## config.mk

```make
export PLATFORM = sky130hd
export DESIGN_NAME = ex_ma_stage
export DESIGN_NICKNAME = d
export VERILOG_FILES = /design/src/rtl/simplerisc_pkg.sv /design/src/rtl/branch_resolve.sv /design/src/rtl/ex_ma_stage.sv
export SDC_FILE = /design/constraint.sdc
export NUM_CORES = 1
export LEC_CHECK = 0
export CORE_ASPECT_RATIO = 1.2
export CORE_MARGIN = 2
export CORE_UTILIZATION = 40
export CTS_CLUSTER_DIAMETER = 60
export DETAILED_ROUTE_END_ITERATION = 7
export HOLD_SLACK_MARGIN = 0.1
export PLACE_DENSITY = 0.75
export SYNTH_ARGS = -nofsm -noshare
export SYNTH_HDL_FRONTEND = slang
export SYNTH_SLANG_ARGS = --single-unit
```

## constraint.sdc

```tcl
create_clock -name clk -period 2 [get_ports clk]
set_input_delay 0.4 -clock clk [delete_from_list [all_inputs] [get_ports clk]]
set_output_delay 0.4 -clock clk [all_outputs]
set_load 0.05 [all_outputs]
```

## src/rtl/simplerisc_pkg.sv

```systemverilog
`default_nettype none
// +----------------------------------------------------------------------------+
// | Module : simplerisc_pkg                                                    |
// | Brief  : Shared SimpleRISC types: branch kinds, flag bits, ALU opcodes.    |
// | Rev    : 1.0                                                               |
// +----------------------------------------------------------------------------+
package simplerisc_pkg;

  localparam int XLEN   = 32;
  localparam int REG_AW = 4;
  localparam int RA_IDX = 15;

  localparam int FLAG_GT = 1;
  localparam int FLAG_EQ = 0;

  typedef enum logic [2:0] {
    BR_NONE = 3'd0,
    BR_B    = 3'd1,
    BR_BEQ  = 3'd2,
    BR_BGT  = 3'd3,
    BR_CALL = 3'd4,
    BR_RET  = 3'd5
  } br_type_e;

  // ALU opcodes, decoded upstream by the ALU
  localparam logic [3:0] C_ALU_ADD = 4'd0;
  localparam logic [3:0] C_ALU_SUB = 4'd1;
  localparam logic [3:0] C_ALU_MUL = 4'd2;
  localparam logic [3:0] C_ALU_DIV = 4'd3;
  localparam logic [3:0] C_ALU_MOD = 4'd4;
  localparam logic [3:0] C_ALU_CMP = 4'd5;
  localparam logic [3:0] C_ALU_AND = 4'd6;
  localparam logic [3:0] C_ALU_OR  = 4'd7;
  localparam logic [3:0] C_ALU_NOT = 4'd8;
  localparam logic [3:0] C_ALU_MOV = 4'd9;
  localparam logic [3:0] C_ALU_LSL = 4'd10;
  localparam logic [3:0] C_ALU_LSR = 4'd11;
  localparam logic [3:0] C_ALU_ASR = 4'd12;

  localparam logic [31:0] C_CNT_MAX = 32'hFFFF_FFFF;

  function automatic logic [31:0] sat_inc32(input logic [31:0] v);
    return (v == C_CNT_MAX) ? v : v + 32'd1;
  endfunction

endpackage
`default_nettype wire

```

## src/rtl/branch_resolve.sv

```systemverilog
`default_nettype none
// +----------------------------------------------------------------------------+
// | Module : branch_resolve                                                    |
// | Brief  : Combinational branch decision from branch kind and stored flags.  |
// | Rev    : 1.0                                                               |
// +----------------------------------------------------------------------------+
module branch_resolve #(
  parameter int XLEN = simplerisc_pkg::XLEN
) (
  input  logic [2:0]      br_type,
  input  logic [1:0]      flags,
  input  logic [XLEN-1:0] target,
  output logic            taken,
  output logic [XLEN-1:0] taken_pc
);
  import simplerisc_pkg::*;

  always_comb begin
    taken = 1'b0;
    case (br_type_e'(br_type))
      BR_B, BR_CALL, BR_RET: taken = 1'b1;
      BR_BEQ:                taken = flags[FLAG_EQ];
      BR_BGT:                taken = flags[FLAG_GT];
      default:               taken = 1'b0;
    endcase
  end

  assign taken_pc = target;

endmodule
`default_nettype wire

```

## src/rtl/ex_ma_stage.sv

```systemverilog
`default_nettype none
// +----------------------------------------------------------------------------+
// | Module : ex_ma_stage                                                       |
// | Brief  : EX->MA pipeline latch, flags register and branch redirect.        |
// |          Optional perf counters when EX_MA_PERF_CNT_EN is defined.         |
// | Rev    : 1.0                                                               |
// +----------------------------------------------------------------------------+
module ex_ma_stage #(
  parameter int XLEN   = simplerisc_pkg::XLEN,
  parameter int REG_AW = simplerisc_pkg::REG_AW,
  parameter int RA_IDX = simplerisc_pkg::RA_IDX
) (
  input  logic              clk,
  input  logic              rst_n,
  input  logic              in_valid,
  output logic              in_ready,
  input  logic [XLEN-1:0]   in_pc,
  input  logic [XLEN-1:0]   in_alu_result,
  input  logic [1:0]        in_alu_flags,
  input  logic              in_is_cmp,
  input  logic [2:0]        in_br_type,
  input  logic [XLEN-1:0]   in_br_target,
  input  logic [XLEN-1:0]   in_st_data,
  input  logic [REG_AW-1:0] in_rd,
  input  logic              in_is_ld,
  input  logic              in_is_st,
  input  logic              in_is_wb,
  input  logic              flush,
  output logic              out_valid,
  input  logic              out_ready,
  output logic [XLEN-1:0]   out_pc,
  output logic [XLEN-1:0]   out_result,
  output logic [XLEN-1:0]   out_st_data,
  output logic [REG_AW-1:0] out_rd,
  output logic              out_is_ld,
  output logic              out_is_st,
  output logic              out_is_wb,
  output logic [1:0]        flags_q,
  output logic              br_taken,
  output logic [XLEN-1:0]   br_pc
`ifdef EX_MA_PERF_CNT_EN
  ,
  output logic [31:0]       perf_br_taken,
  output logic [31:0]       perf_stall,
  output logic [31:0]       perf_flush
`endif
);
  import simplerisc_pkg::*;

  localparam logic [XLEN-1:0]   C_PC_STEP = XLEN'(4);
  localparam logic [REG_AW-1:0] C_RA      = REG_AW'(RA_IDX);

  logic              r_valid;
  logic [XLEN-1:0]   r_pc;
  logic [XLEN-1:0]   r_result;
  logic [XLEN-1:0]   r_st_data;
  logic [REG_AW-1:0] r_rd;
  logic              r_is_ld;
  logic              r_is_st;
  logic              r_is_wb;
  logic [1:0]        r_flags;
  logic              r_br_taken;
  logic [XLEN-1:0]   r_br_pc;

  logic              w_accept;
  logic              w_is_call;
  logic              w_taken;
  logic [XLEN-1:0]   w_target;

  assign in_ready  = !flush && (!r_valid || out_ready);
  assign w_accept  = in_valid && in_ready;
  assign w_is_call = (in_br_type == BR_CALL);

  // Resolves against the flags held before this edge, so a cmp immediately
  // ahead of a conditional branch is already visible in r_flags.
  branch_resolve #(
    .XLEN (XLEN)
  ) u_branch_resolve (
    .br_type  (in_br_type),
    .flags    (r_flags),
    .target   (in_br_target),
    .taken    (w_taken),
    .taken_pc (w_target)
  );

  always_ff @(posedge clk or negedge rst_n) begin
    if (!rst_n) begin
      r_valid    <= 1'b0;
      r_pc       <= '0;
      r_result   <= '0;
      r_st_data  <= '0;
      r_rd       <= '0;
      r_is_ld    <= 1'b0;
      r_is_st    <= 1'b0;
      r_is_wb    <= 1'b0;
      r_flags    <= '0;
      r_br_taken <= 1'b0;
      r_br_pc    <= '0;
    end else begin
      if (flush) begin
        r_valid <= 1'b0;
      end else if (w_accept) begin
        r_valid <= 1'b1;
      end else if (out_ready) begin
        r_valid <= 1'b0;
      end

      if (w_accept) begin
        r_pc      <= in_pc;
        r_st_data <= in_st_data;
        r_is_ld   <= in_is_ld;
        r_is_st   <= in_is_st;
        // call links pc+4 into the return-address register
        r_result  <= w_is_call ? (in_pc + C_PC_STEP) : in_alu_result;
        r_rd      <= w_is_call ? C_RA : in_rd;
        r_is_wb   <= w_is_call ? 1'b1 : in_is_wb;
      end

      if (w_accept && in_is_cmp) begin
        r_flags <= in_alu_flags;
      end

      r_br_taken <= w_accept && w_taken;
      if (w_accept && w_taken) begin
        r_br_pc <= w_target;
      end
    end
  end

  assign out_valid   = r_valid;
  assign out_pc      = r_pc;
  assign out_result  = r_result;
  assign out_st_data = r_st_data;
  assign out_rd      = r_rd;
  assign out_is_ld   = r_is_ld;
  assign out_is_st   = r_is_st;
  assign out_is_wb   = r_is_wb;
  assign flags_q     = r_flags;
  assign br_taken    = r_br_taken;
  assign br_pc       = r_br_pc;

`ifdef EX_MA_PERF_CNT_EN
  logic [31:0] r_perf_br;
  logic [31:0] r_perf_stall;
  logic [31:0] r_perf_flush;

  always_ff @(posedge clk or negedge rst_n) begin
    if (!rst_n) begin
      r_perf_br    <= '0;
      r_perf_stall <= '0;
      r_perf_flush <= '0;
    end else begin
      if (r_br_taken) begin
        r_perf_br <= sat_inc32(r_perf_br);
      end
      if (r_valid && !out_ready) begin
        r_perf_stall <= sat_inc32(r_perf_stall);
      end
      if (flush) begin
        r_perf_flush <= sat_inc32(r_perf_flush);
      end
    end
  end

  assign perf_br_taken = r_perf_br;
  assign perf_stall    = r_perf_stall;
  assign perf_flush    = r_perf_flush;
`endif

endmodule
`default_nettype wire

```

==> results.py, run 1 <==
metrics = {
    "worst_setup_path": {
        "r2r_start": "flags_q[0]",
        "worstPathRequired_ps": 1600,
        "max_stage_delay_ps": 820,
        "critPathCaptureType": "primary output",
        "critPathKind": "reg -> out",
        "crit_chain": "clkdlybuf4s50_1",
        "cp_top_family": "buffers and inverters",
        "worstPathMaxFanout": 2,
        "worstSetupStartpointType": "flop",
        "reg2reg_depth": 5,
        "path_depth": 1,
        "critical-path-slowest-cell": "clkdlybuf4s50_1",
        "startpoint": "out_pc[23]",
        "arrival_ps": 1590,
        "crit_buf_inv": 1,
    },
    "hold_path": {
        "worst_hold_path_type": "reg -> reg",
        "worstHoldStart": "out_rd[0]",
        "min_delay_path_depth": 2,
    },
    "final_layout": {
        "antenna_cells": 0,
        "ff_latch_area_sq_um": 3478,
        "syn2layout_area_growth_pct": 69.47,
        "final_cell_mix": "nand2_1 (234), clkdlybuf4s50_1 (147), dfrtp_1 (139)",
        "finalNetCount": 1109,
        "final_cells": 1179,
        "multi_input_area_sq_um": 2467,
        "layout-drive-gt1-share": 0.1631,
        "layout_commonest_cell": "nand2_1",
        "fillers": 1183,
    },
    "floorplan": {
        "die_w_um": 116.9,
        "fp-row-count": 49,
        "chipHeight_um": 139.5,
        "ios": 286,
        "die-area_sq_um": 16310,
        "coreArea_sq_um": 14960,
        "start_util": 0.4091,
    },
    "timing": {
        "hold_viol": 0,
        "worstMarginPinSlew_ps": 534.8,
        "max-slew-margin-rel": 0.6429,
        "slew_violations": 0,
        "setup_viol": 0,
        "period_share": 0.9973,
        "skew_ps": 3.884,
        "fmax_ghz": 0.5014,
        "fin_crit_ps": 1995,
    },
    "clocking": {
        "numCtsBuffers": 17,
        "clock-root-buffer": "clkbuf_16",
        "post_cts_buffers": 0,
        "cts_buffer_depth": 2,
        "cts_sinks": 139,
        "h-tree-depth": 4,
        "path_clk_slew_ps": 60,
        "cts_tree": "yes",
        "insertion_delay_ps": 420,
    },
    "yosys": {
        "syn_avg_cell_area_sq_um": 9.698,
        "synthArstFlopShare": 1.000,
        "synthFlopType": "dfrtp_1",
        "yosys.area_share.simple": 0.2366,
        "seq_area_frac_synth": 0.5684,
        "synth_top_family_by_area": "simple AND/OR/NAND/NOR gates",
        "synthAdderAreaFrac": 0.002045,
        "synth_seq_cells": 139,
        "synth_cell_type_count": 45,
        "synth_compound_area_frac": 0.06236,
        "synthXorXnorAreaFrac": 0.03435,
        "synthCells": 631,
        "ys_warn_count": 0,
        "synth_edf_count": 0,
        "synthMuxAreaShare": 0.06420,
        "synthesis.area_sq_um": 6120,
        "synth_fp_nets": 778,
    },
    "routing": {
        "first_pass_iters": 5,
        "totalWireLength_um": 20010,
        "via_per_inst": 4.876,
        "dr_total_vias": 5749,
        "post_drt_wl_per_cell_um": 16.97,
        "postRouteAntennaNets": 0,
        "drt_iter0_markers": 319,
        "drc_errors": 0,
    },
    "power_and_ir_drop": {
        "peakVddDrop_uv": 650.6,
        "total_power_mw": 10.92,
        "powerDensity_nw_per_um2": 1053,
        "leakage_nw": 5.500,
    },
    "grt": {
        "grt-ovfl-total": 0,
        "first_global_vias": 5932,
        "grt_max_degree": 71,
        "grt_antenna_before_repair": 0,
        "grt_pass1_wl_um": 30990,
        "grt.total_usage": 0.2478,
    },
    "placement": {
        "dp_hpwl_um": 14930,
        "dp.cells": 1146,
        "gp_congestion": 0.8742,
        "portBuffers": 285,
    },
    "run_status": {
        "status": "finished clean",
    },
    "run": {
        "maxCapViolCount": 0,
    },
}
-- cells by family (layout without fill, tap and decap cells) --
family	count (synthesis)	in the layout
AO/OA/AOI/OAI	70	70
XOR/XNOR	24	24
adder cells (fa/ha/maj)	1	1
buffers and inverters	38	382
flip-flops	139	139
multiplexers	35	35
AND/OR/NAND/NOR	324	324
-- where the power goes --
part | leakage [nW] | switching (mW) | internal, mW | total, mW
clock | 0.323 | 1.18 | 2.31 | 3.49
sequential | 1.68 | 0.256 | 3.31 | 3.57
combinational | 3.50 | 2.57 | 1.29 | 3.86
total | 5.50 | 4.01 | 6.91 | 10.9
-- state kept, by name (all words and copies together), names as in the netlist --
| signal | flops |
|---|---|
| out_result | 32 |
| out_is_wb | 1 |
| out_is_ld | 1 |
| out_rd | 4 |
| out_is_st | 1 |
| out_valid | 1 |
| flags_q | 2 |
| br_pc | 32 |
| br_taken | 1 |
| out_pc | 32 |
| out_st_data | 32 |
-- per-layer routing --
metal  vias to the layer above  GRT usage  part of all wire
met4                         0     0.1226             0.044
met5                         -          0                 0
met3                        52    0.08188             0.086
li1                       2762          -                 -
met2                       267     0.4007              0.49
met1                      2668     0.2927              0.38
-- area by class of cell --
cell class,count,area share
well taps,204,0.02461
multi-input cells,454,0.2379
inverters,4,0.001448
clock buffers,21,0.04536
flip-flops and latches,139,0.3354
clock inverters,11,0.01834
repair buffers,346,0.3370
-- Yosys cell counts, drive strengths merged, types with 2 or more instances --
cell type,number,share of area
a21oi,22,0.018
a31oi,5,0.0051
and3,10,0.010
and4,4,0.0057
buf,12,0.014
clkbuf,22,0.015
dfrtp,139,0.57
inv,4,0.0025
mux2,34,0.063
nand2,234,0.14
nand3,15,0.016
nand4,14,0.018
nor2,33,0.024
nor3,4,0.0051
nor4,2,0.0045
o21ai,27,0.022
o22ai,13,0.013
xnor2,7,0.010
xor2,17,0.024
-- what timing repair did --
item	4_1_cts	5_1_grt
setup endpoints to repair	54	67
pin swaps	0	1
endpoints found under the hold margin	43	0
gates resized for setup	54	66
hold buffers	1	0
-- metrics by stage --
step | instance area (sq um) | TNS (ps) | setup slack, ps | hold WS, ps | utilization
after floorplan | 6120 | 0 | 121.7 | 104.4 | -
after CTS | 10210 | 0 | 0.3026 | 471.5 | 0.6823
after global routing | 10370 | -18.40 | -18.40 | 484.9 | 0.6933
after detailed placement | 9603 | -10250 | -322.9 | 369.5 | 0.6419
final | 10370 | 0 | 5.479 | 464.1 | 0.6933
after global placement | 9603 | -8435 | -277.2 | 365.6 | 0.6419
-- worst paths after layout --
| kind | endpoint | slack (ps) |
|---|---|---|
| max | out_pc[23] | 5 |
| min | out_rd[0] | 460 |
| max reg2reg | br_pc[6] | 450 |
| min reg2reg | out_rd[0] | 460 |
| max in group asynchronous | out_pc[6] | 880 |
| min in group asynchronous | br_pc[30] | 470 |
Power figures use the tool's default switching activity.
==> inputs of run 2 (changes only) <==
Settings changed: CORE_UTILIZATION 40 to 41, PLACE_DENSITY 0.75 to 0.77.
==> run 2 against run 1 <==
Non-clock buffer count up 1. Largest power group unchanged. Global-route usage up 0.52 points. Via count up 0.80%. Clock skew up 4.0 ps. Largest cell class unchanged. Routed wire length up 0.44%. Core utilization up 2.2 points. Setup slack better by 20 ps.
==> results.py, run 2 (synthesis gave the netlist of run 1 again) <==
metrics = {
    "run_status": {
        "status": "finished clean",
    },
    "grt": {
        "grt_pass1_wl_um": 30740,
        "grtUsageMet2": 0.4292,
        "grt_use_met1": 0.2895,
        "grt_max_degree": 66,
        "grt-ovfl-total": 0,
        "first_global_vias": 5794,
        "grt_antenna_before_repair": 0,
        "grt.total_usage": 0.2530,
        "gr-max-usage-layer": "met2",
        "use_met3": 0.08051,
    },
    "power_and_ir_drop": {
        "leakage_nw": 5.434,
        "peakVddDrop_uv": 732.7,
        "powerDensity_nw_per_um2": 1045,
    },
    "timing": {
        "hold_viol": 0,
        "worstMarginPinSlew_ps": 538.9,
        "fmax_ghz": 0.5065,
        "max-slew-margin-rel": 0.6401,
        "tns_ps": 0,
        "slew_violations": 0,
        "fin_crit_ps": 1974,
        "period_share": 0.9871,
        "finalWorstSetupSlack_ps": 25.83,
        "setup_viol": 0,
        "skew_ps": 7.933,
    },
    "clocking": {
        "clock-root-buffer": "clkbuf_16",
        "cts_sinks": 139,
        "h-tree-depth": 4,
        "cts_tree": "yes",
        "numCtsBuffers": 17,
        "path_clk_slew_ps": 60,
        "cts_buffer_depth": 2,
        "post_cts_buffers": 0,
        "insertion_delay_ps": 420,
    },
    "routing": {
        "drt_iter0_markers": 186,
        "post_drt_wl_per_cell_um": 17.09,
        "first_pass_iters": 4,
        "postRouteAntennaNets": 0,
        "dr_total_vias": 5795,
        "totalWireLength_um": 20100,
        "drc_errors": 0,
        "via_per_inst": 4.928,
    },
    "worst_setup_path": {
        "cp_top_family": "buffers and inverters",
        "crit_buf_inv": 1,
        "crit_chain": "clkdlybuf4s50_1",
        "worstPathMaxFanout": 2,
        "worstSetupStartpointType": "flop",
        "critical-path-slowest-cell": "clkdlybuf4s50_1",
        "worstPathRequired_ps": 1600,
        "arrival_ps": 1570,
        "startpoint": "out_pc[25]",
        "critPathCaptureType": "primary output",
        "r2r_start": "flags_q[0]",
        "max_stage_delay_ps": 810,
        "critPathKind": "reg -> out",
    },
    "placement": {
        "post-place-ws_ps": -346.1,
        "gp_congestion": 0.8838,
        "portBuffers": 285,
        "dp.cells": 1143,
        "placedInstanceArea_sq_um": 9615,
        "dp_hpwl_um": 14980,
    },
    "final_layout": {
        "layout_commonest_cell": "nand2_1",
        "layout-drive-gt1-share": 0.1639,
        "finalNetCount": 1110,
        "final_util": 0.7151,
        "finalInstanceArea_sq_um": 10350,
        "syn2layout_area_growth_pct": 69.13,
        "final_cell_mix": "nand2_1 (234), clkdlybuf4s50_1 (153), dfrtp_1 (139)",
        "final_cells": 1176,
        "antenna_cells": 0,
    },
    "floorplan": {
        "ios": 286,
        "die-area_sq_um": 15920,
        "start_util": 0.4228,
        "fp-row-count": 48,
        "die_w_um": 115.5,
        "coreArea_sq_um": 14470,
        "chipHeight_um": 137.8,
    },
    "run": {
        "maxCapViolCount": 0,
    },
    "hold_path": {
        "worstHoldStart": "out_rd[0]",
        "worst_hold_path_type": "reg -> reg",
    },
}
-- run 2: final timing paths --
path / endpoint / slack [ps] / cells after the start
worst min-delay path: out_rd[0] / 460 / 2
max in group asynchronous: out_st_data[0] / 870 / 3
worst max-delay path: out_pc[25] / 30 / 1
worst min register to register: out_rd[0] / 460 / 2
worst max register to register: br_pc[9] / 460 / 5
min in group asynchronous: br_pc[24] / 480 / 2
-- run 2: per-layer routing --
metal / vias to the layer above / routed length, um / part of all wire
li1: 2763 / - / -
met1: 2749 / 7608 / 0.38
met2: 239 / 10140 / 0.50
met3: 44 / 1687 / 0.084
met4: 0 / 659 / 0.033
met5: - / 0 / 0
-- run 2: through the flow --
stage	total power, mW	hold WS [ps]
4_1_cts	10.92	464.1
5_1_grt	11.24	484.1
2_1_floorplan	5.955	104.4
6_report	10.81	460.2
3_5_place_dp	7.658	374.6
3_3_place_gp	7.603	378.4
-- run 2: cell type report --
class | count | area (sq um)
Tap cell | 200 | 250.2
Inverter | 4 | 15.01
Timing Repair Buffer | 347 | 3502
Multi-Input combinational cell | 454 | 2467
Fill cell | 1056 | 4124
Clock buffer | 22 | 474.2
Clock inverter | 10 | 162.7
Sequential cell | 139 | 3478
-- run 2: power breakdown --
| part | switching [mW] | total, mW | leakage (nW) | internal [mW] |
|---|---|---|---|---|
| logic | 2.58 | 3.88 | 3.45 | 1.31 |
| clock network | 1.17 | 3.36 | 0.307 | 2.19 |
| registers | 0.258 | 3.57 | 1.68 | 3.31 |
-- run 2: what timing repair did --
| action | in CTS | in global routing |
|---|---|---|
| endpoints found under the setup margin | 52 | 62 |
| hold buffers | 1 | 0 |
| resized for setup | 52 | 61 |
| pin swaps | 0 | 1 |
| hold endpoints to repair | 44 | 0 |
==> inputs of run 3 (changes only) <==
Settings changed: RECOVER_POWER set to 100, SETUP_SLACK_MARGIN set to 0.5.
==> run 3 against run 2 <==
Cell area down 4.5%. Clock skew down 2.7 ps. Setup slack better by 190 ps. Critical endpoint is now br_pc[0]. Largest power group unchanged.
==> results.py, run 3 (synthesis gave the netlist of run 1 again) <==
metrics = {
    "run_status": {
        "status": "finished clean",
    },
    "power_and_ir_drop": {
        "p_sw_mw": 4.098,
        "p_clk_frac": 0.297,
        "combPwrFrac": 0.354,
        "intPower_mw": 6.239,
        "leakage_nw": 4.629,
        "peakVddDrop_uv": 560.6,
        "seqPwrFrac": 0.348,
        "powerDensity_nw_per_um2": 1046,
        "p_sw_frac": 0.3965,
    },
    "placement": {
        "portBuffers": 285,
        "dp.cells": 1152,
        "dp_hpwl_um": 15510,
        "post-place-ws_ps": -276.0,
        "gp_congestion": 0.8469,
    },
    "clocking": {
        "insertion_delay_ps": 420,
        "cts_sinks": 139,
        "h-tree-depth": 4,
        "path_clk_slew_ps": 60,
        "numCtsBuffers": 17,
        "clock-root-buffer": "clkbuf_16",
        "cts_tree": "yes",
        "cts_buffer_depth": 2,
    },
    "timing": {
        "period_share": 0.8900,
        "setup_viol": 0,
        "hold_viol": 0,
        "finalWorstSetupSlack_ps": 219.9,
        "max-slew-margin-rel": 0.4819,
        "fin_crit_ps": 1780,
        "skew_ps": 5.281,
        "worstMarginPinSlew_ps": 780.5,
        "rsz0062_at_grt": "yes",
        "slew_violations": 0,
        "fmax_ghz": 0.5618,
    },
    "grt": {
        "grt.total_usage": 0.2731,
        "grt_max_degree": 53,
        "grtUsageMet2": 0.4675,
        "grt_use_met1": 0.3150,
        "grt_antenna_before_repair": 1,
        "grt_pass1_wl_um": 32490,
        "use_met3": 0.08139,
        "first_global_vias": 5811,
        "grt-ovfl-total": 0,
        "gr-max-usage-layer": "met2",
    },
    "hold_path": {
        "worstHoldStart": "in_pc[3]",
        "worst_hold_path_type": "in -> reg",
    },
    "worst_setup_path": {
        "critPathKind": "reg -> reg",
        "arrival_ps": 2080,
        "critPathCaptureType": "flop",
        "startpoint": "flags_q[1]",
        "worstPathRequired_ps": 2300,
        "r2r_start": "flags_q[1]",
        "worstPathMaxFanout": 5,
        "worstSetupStartpointType": "flop",
    },
    "floorplan": {
        "start_util": 0.4228,
        "ios": 286,
        "die_w_um": 115.5,
        "coreArea_sq_um": 14470,
        "fp-row-count": 48,
        "chipHeight_um": 137.8,
        "die-area_sq_um": 15920,
    },
    "final_layout": {
        "syn2layout_area_growth_pct": 61.50,
        "layout-drive-gt1-share": 0.2040,
        "multi_input_area_sq_um": 2675,
        "finalNetCount": 1136,
        "final_cells": 1201,
        "final_cell_mix": "nand2_1 (231), dfrtp_1 (136), clkbuf_1 (126)",
        "layout_commonest_cell": "nand2_1",
        "fillers": 1207,
        "ff_latch_area_sq_um": 3482,
    },
    "routing": {
        "postRouteAntennaNets": 0,
        "first_pass_iters": 4,
        "dr_total_vias": 6023,
        "post_drt_wl_per_cell_um": 18.58,
        "drc_errors": 0,
        "drt_iter0_markers": 452,
        "via_per_inst": 5.015,
        "totalWireLength_um": 22320,
    },
    "run": {
        "maxCapViolCount": 0,
    },
}
-- run 3: final cells by class --
class,count,area share
inverter,4,0.001519
sequential,139,0.3523
multi-input combinational,454,0.2707
timing repair buffer,373,0.2923
clock buffer,23,0.04836
tap,200,0.02532
antenna,1,0.0002532
clock inverter,7,0.009242
-- run 3: timing repair --
action,in CTS,in global routing
gates cloned,3,2
resized for setup,650,19
hold buffers,1,0
pin swaps,17,6
buffers inserted,7,5
hold endpoints to repair,47,0
setup endpoints to repair,219,50
-- run 3: worst paths after layout --
check / endpoint / slack, ps / cells past startpoint
setup / recovery: br_pc[0] / 220 / 7
hold / removal: out_pc[3] / 280 / 3
setup reg to reg: br_pc[0] / 220 / 7
hold reg to reg: out_rd[2] / 470 / 2
max in group asynchronous: br_pc[29] / 440 / 3
min in group asynchronous: out_pc[9] / 490 / 2
-- run 3: power by group through the flow --
stage | sequential, mW | combinational [mW] | clock, mW
detailed placement | 3.64 | 4.15 | 0
global route | 3.65 | 3.83 | 3.25
CTS | 3.58 | 3.81 | 3.11
finish | 3.60 | 3.66 | 3.07
floorplan | 5.37 | 0.688 | 0
global placement | 3.62 | 4.11 | 0
-- run 3: metal layers --
metal	vias to the layer above	share of wire
li1	2809	-
met1	2930	0.38
met2	237	0.51
met3	47	0.074
met4	0	0.030
met5	-	0
-- run 3: metrics by stage --
stage | util | setup TNS [ps] | area, sq um | hold slack (ps) | power, mW
2_1_floorplan | - | 0 | 6330 | 104.4 | 6.061
3_3_place_gp | 0.6808 | -7245 | 9853 | 400.1 | 7.726
3_5_place_dp | 0.6808 | -9883 | 9853 | 406.4 | 7.783
4_1_cts | 0.6940 | 0 | 10040 | 255.9 | 10.50
5_1_grt | 0.6828 | 0 | 9883 | 298.1 | 10.73
6_report | 0.6828 | 0 | 9883 | 278.0 | 10.34
-- run 3: critical path, stage by stage, from the launching register on --
cell       delay, ps
dfrtp_2          420
inv_2             60
o21ai_2           60
a221oi_1         440
nor2_4            80
buf_12           160
clkbuf_16        150
mux2_2           280
